==> src/rtl/div_pow2_pkg.sv <==
`default_nettype none
// ---------------------------------------------------------------------------
// div_pow2_pkg : shared constants, shift clamp and buffer entry type | rev 1.0
// ---------------------------------------------------------------------------
package div_pow2_pkg;

    localparam int DEFAULT_DATA_W  = 8;
    localparam int DEFAULT_SHIFT_W = 3;

    typedef struct packed {
        logic [DEFAULT_DATA_W-1:0] q;
        logic [DEFAULT_DATA_W-1:0] rem;
    } entry_t;

    function automatic int unsigned clamp_shift(input int unsigned k,
                                                input int unsigned data_w);
        return (k > data_w - 1) ? data_w - 1 : k;
    endfunction

endpackage
`default_nettype wire

==> src/rtl/div_pow2_stream_out_fifo2.sv <==
`default_nettype none
// ---------------------------------------------------------------------------
// out_fifo2 : 2-entry synchronous FIFO, head reads as zero when empty | rev 1.0
// ---------------------------------------------------------------------------
module out_fifo2
    import div_pow2_pkg::*;
#(
    parameter type T = entry_t
) (
    input  logic clk,
    input  logic reset,
    input  logic push,
    input  logic pop,
    input  T     din,
    output T     head,
    output logic full,
    output logic empty
);

    T           mem [2];
    logic       wr_ptr;
    logic       rd_ptr;
    logic [1:0] count;

    always_ff @(posedge clk) begin
        if (reset) begin
            mem[0] <= T'('0);
            mem[1] <= T'('0);
            wr_ptr <= 1'b0;
            rd_ptr <= 1'b0;
            count  <= 2'd0;
        end else begin
            if (push) begin
                mem[wr_ptr] <= din;
                wr_ptr      <= ~wr_ptr;
            end
            if (pop) begin
                rd_ptr <= ~rd_ptr;
            end
            // simultaneous push and pop leaves the occupancy unchanged
            case ({push, pop})
                2'b10:   count <= count + 2'd1;
                2'b01:   count <= count - 2'd1;
                default: count <= count;
            endcase
        end
    end

    assign full  = (count == 2'd2);
    assign empty = (count == 2'd0);
    assign head  = empty ? T'('0) : mem[rd_ptr];

endmodule
`default_nettype wire

==> src/rtl/div_pow2_stream.sv <==
`default_nettype none
// ---------------------------------------------------------------------------
// div_pow2_stream : streaming divide by 2^k with rounding/sign per beat | rev 1.0
// ---------------------------------------------------------------------------
module div_pow2_stream
    import div_pow2_pkg::*;
#(
    parameter int DATA_W  = DEFAULT_DATA_W,
    parameter int SHIFT_W = DEFAULT_SHIFT_W
) (
    input  logic               clk,
    input  logic               reset,
    input  logic [DATA_W-1:0]  data_in,
    input  logic               data_valid,
    output logic               data_ready,
    input  logic [SHIFT_W-1:0] shift_amt,
    input  logic               round_en,
    input  logic               signed_en,
    output logic [DATA_W-1:0]  data_out,
    output logic [DATA_W-1:0]  data_rem,
    output logic               data_valid_out,
    input  logic               data_ready_in
);

    typedef struct packed {
        logic [DATA_W-1:0] q;
        logic [DATA_W-1:0] rem;
    } beat_t;

    localparam logic [DATA_W:0]   ONE      = (DATA_W+1)'(1);
    localparam logic [DATA_W-1:0] ALL_ONES = '1;

    int unsigned        k;
    logic [DATA_W:0]    operand;
    logic [DATA_W:0]    bias;
    logic [DATA_W:0]    biased;
    logic [DATA_W-1:0]  mask;
    beat_t              new_entry;
    beat_t              head;
    logic               push;
    logic               pop;
    logic               full;
    logic               empty;

    // One guard bit keeps the rounding bias from overflowing either signedness.
    always_comb begin
        k       = clamp_shift(32'(shift_amt), DATA_W);
        operand = signed_en ? {data_in[DATA_W-1], data_in} : {1'b0, data_in};
        bias    = '0;
        if (round_en && (k != 0)) begin
            bias = ONE << (k - 1);
        end
        biased  = operand + bias;
        mask    = ~(ALL_ONES << k);
        new_entry.rem = data_in & mask;
        if (signed_en) begin
            new_entry.q = DATA_W'($signed(biased) >>> k);
        end else begin
            new_entry.q = DATA_W'(biased >> k);
        end
    end

    assign data_ready     = !full && !reset;
    assign push           = data_valid && data_ready;
    assign data_valid_out = !empty;
    assign pop            = data_valid_out && data_ready_in;

    out_fifo2 #(
        .T (beat_t)
    ) u_fifo (
        .clk   (clk),
        .reset (reset),
        .push  (push),
        .pop   (pop),
        .din   (new_entry),
        .head  (head),
        .full  (full),
        .empty (empty)
    );

    assign data_out = head.q;
    assign data_rem = head.rem;

endmodule
`default_nettype wire

==> config.mk <==
export PLATFORM = sky130hd
export DESIGN_NAME = div_pow2_stream
export DESIGN_NICKNAME = d
export VERILOG_FILES = /design/src/rtl/div_pow2_pkg.sv /design/src/rtl/div_pow2_stream_out_fifo2.sv /design/src/rtl/div_pow2_stream.sv
export SDC_FILE = /design/constraint.sdc
export NUM_CORES = 1
export LEC_CHECK = 0
export BUFFER_PORTS_ARGS = -buffer_cell sky130_fd_sc_hd__buf_4
export CAP_MARGIN = 15
export CORE_ASPECT_RATIO = 1.1
export CORE_MARGIN = 2
export CORE_UTILIZATION = 36
export DETAILED_ROUTE_END_ITERATION = 16
export GPL_ROUTABILITY_DRIVEN = 1
export PLACE_DENSITY_LB_ADDON = 0.3
export SETUP_SLACK_MARGIN = 0.5
export SLEW_MARGIN = 30
export SYNTH_ARGS = -nofsm -noshare
export SYNTH_HDL_FRONTEND = slang
export SYNTH_SLANG_ARGS = --single-unit
==> constraint.sdc <==
create_clock -name clk -period 4.3 [get_ports clk]
set_input_delay 0.43 -clock clk [delete_from_list [all_inputs] [get_ports clk]]
set_output_delay 0.43 -clock clk [all_outputs]
set_load 0.05 [all_outputs]
==> impl_metrics.csv <==
group,metric,value,unit
synth,synth_edf_count,30,
clocking,tritoncts,"yes",
grt,grtUsageTotal,16.9,%
die,rows,32,
pwr,power_frac_clock,18.7,%
synth,synth_ff_type,"edfxtp_1",
pwr,p_per_area,401,nW/um^2
grt,grt_overflow,0,
worst_setup_path,crit_top_cell,"ha_1",
worst_setup_path,cp.arrival,3.56,ns
sta,slew_viol_final,0,
sta,hold_viol_final,0,
drt,drt_wl_total,6450,um
worst_setup_path,required,4.31,ns
clocking,clock_latency,0.28,ns
sta,layout_min_cycle_time,3.56,ns
worst_setup_path,crit_chain,"buf_4 > clkinvlp_4 > ha_1 > nand4_1 > or2_2 > inv_1 > ha_1 > a211o_1 > and3b_1 > o211ai_1 > nand3_1 > o41ai_1 > nor3_1",
worst_setup_path,cpPeakStageDelay,0.45,ns
sta,slew_headroom,41.0,%
worst_setup_path,crit_buf_inv,3,
grt,grt_pass1_wl,10600,um
clocking,clkSlewWorstSetupHoldPaths,0.07,ns
synth,ys_types,55,
sta,worst_slew_pin_slew,0.884,ns
clocking,post_cts_buffers,0,
die,die_w,85.1,um
place,numPortBuffers,33,
worst_setup_path,cp_max_fo,15,
worst_setup_path,cpMaxStageDelayCell,"o41ai_1",
pwr,peakVddDrop,266,uV
clocking,cts_inserted_buffers,5,
drt,drtIter0Drc,142,
worst_setup_path,worstSetupEndpointType,"flop",
drt,final_antenna_net_count,0,
die,io_pins,35,
worst_setup_path,crit_family,"compound AO/OA/AOI/OAI gates",
sta,min_period_over_period,82.7,%
synth,avgSynthCellArea,8.79,sq um
synth,synth.cell_area,2600,sq um
sta,finalSetupViolations,0,
drt,dr.pass1.iters,4,
drt,vias,2265,
place,dp_hpwl,4900,um
sta,fin_skew,0.00233,ns
worst_setup_path,critPathKind,"in2reg",
worst_hold_path,hold_path.class,"in2reg",
pwr,intPower,0.000703,W
layout,final_util,42.7,%
clocking,cts_root_buffer,"clkbuf_8",
pwr,p_leak,1.15,nW
drt,vias_per_cell,5.57,
synth,yosysTopAreaCellShare,34.6,%
sta,finalSetupTns,0,ns
synth,synth_most_common_cell,"nor2_1",
die,die_h,93.2,um
clocking,clockBufferDepth,2,
synth,synth_top_area_cell,"edfxtp_1",
place,place.gp.congestion,0.871,
place,dpl.cell_count,399,
synth,synthTopCellsByArea,"edfxtp_1 35%, nor2_1 7.5%, mux2i_1 6.5%",
sta,rsz0062_at_grt,"no",
die,start_util,37.1,%
layout,finalNonFillerCells,407,
grt,grt_pass1_vias,2148,
die,dieArea,7920,sq um
drt,drc_errors,0,
pwr,switchingPower,0.000497,W
synth,seq_area_frac_synth,38.5,%
synth,synth_warnings,0,
synth,synth_cells,296,
pwr,p_seq_share,37.5,%
layout,syn_to_final_growth,14.9,%
layout,antenna_cells,0,
synth,synthArstFlopShare,0,%
synth,yosys-top-cells-count,"52 x nor2_1, 30 x edfxtp_1, 27 x nand2_1",
grt,grt_max_degree,29,
pwr,switching_share,41.4,%
synth,syn_nets,326,
die,core_area,7010,sq um
worst_setup_path,startpoint_type,"input pin",
run,drv_cap,0,
grt,antenna_found_initial,0,
synth,ys_ff_latch,35,
clocking,htree_levels,2,
sta,max_clock_freq,281,MHz
pwr,combinationalPowerShare,43.8,%
drt,routedWlPerCell,15.9,um
run_status,status,"completed",
clocking,cts_sinks,35,
layout,final_nets,351,
layout,post_route_cells_drive_above_1_share,15.8,%
## worst paths after layout
check / start / to / slack, ns / depth (start not counted)
setup / recovery: shift_amt[1] / u_fifo.mem[1][11]$_SDFFCE_PN0P_ / 0.74 / 13
hold / removal: reset / u_fifo.count[1]$_SDFFE_PP0P_ / 0.37 / 2
setup reg to reg: u_fifo.count[0]$_SDFFE_PP0P_ / u_fifo.mem[0][13]$_SDFFCE_PN0P_ / 1.89 / 4
hold reg to reg: u_fifo.wr_ptr$_SDFFE_PP0P_ / u_fifo.wr_ptr$_SDFFE_PP0P_ / 0.51 / 2
## placed cells by master (no fill, tap or decap), types with 3 or more instances in the layout
master and count:
nand3_1 12, or3_1 3, o31ai_1 5, a21oi_1 16, o21ai_0 7, nand4_1 3, buf_4 35, o21a_1 3
clkbuf_8 5, nand2b_1 5, edfxtp_1 30, dfxtp_1 5, xnor2_1 6, nor2_1 52, mux2i_1 17, o211ai_1 6
and2_1 3, inv_1 10, ha_1 12, nor3_1 11, a211oi_1 4, nand2_1 27
## cell families (layout without fill, tap and decap cells)
family	count (synthesis)	after routing	share of synthesized area (%)
AND/OR/NAND/NOR	133	133	24.5
AO/OA/AOI/OAI	59	59	15.4
flip-flops	35	35	38.5
buffers and inverters	29	55	4.81
multiplexers	18	18	7.41
adder cells (fa/ha/maj)	13	13	6.54
XOR/XNOR	8	8	2.69
other	1	1	0.144
## per-stage QoR
step                hold slack, ns  cell area (sq um)  setup slack, ns  power, W
CTS                          0.363               2970            0.657   0.00121
detailed placement           0.501               2890            0.351  0.000985
finish                       0.367               2990            0.745   0.00120
global placement             0.474               2890            0.484  0.000977
floorplan                    0.457               2600            0.884  0.000834
global route                 0.375               2990            0.563   0.00127
## layout make-up
| cell class | count | area, sq um |
|---|---|---|
| multi-input combinational | 232 | 1490 |
| inverter | 12 | 48.8 |
| fill | 713 | 4020 |
| clock inverter | 1 | 5.00 |
| timing repair buffer | 35 | 263 |
| clock buffer | 7 | 76.3 |
| sequential | 35 | 1000 |
| tap | 85 | 106 |
## per-layer routing
layer	track usage, %	up-vias	share of wire [%]
met4	5.95	0	1.5
met5	0	-	0
met3	2.38	9	4.8
met1	21.5	1048	44
met2	29.1	75	50
li1	-	1133	-
## registers in the layout, summed over array words and instances (netlist names), named ones only
register	flops
u_fifo.count	2
u_fifo.mem	30
u_fifo.rd_ptr	1
u_fifo.wr_ptr	1
## power by group through the flow
stage          Clock [W]  Combinational [W]  Sequential [W]
2_1_floorplan          0           0.000404        0.000431
3_3_place_gp           0           0.000520        0.000456
3_5_place_dp           0           0.000527        0.000459
4_1_cts         0.000231           0.000527        0.000451
5_1_grt         0.000244           0.000568        0.000456
6_report        0.000225           0.000525        0.000450
## what timing repair did
action                     4_1_cts  5_1_grt
hold buffers                     0        0
setup endpoints to repair        0        8
resized for setup                0        4
hold endpoints to repair         0        0
Note: power is estimated with default switching activity, not from simulation.
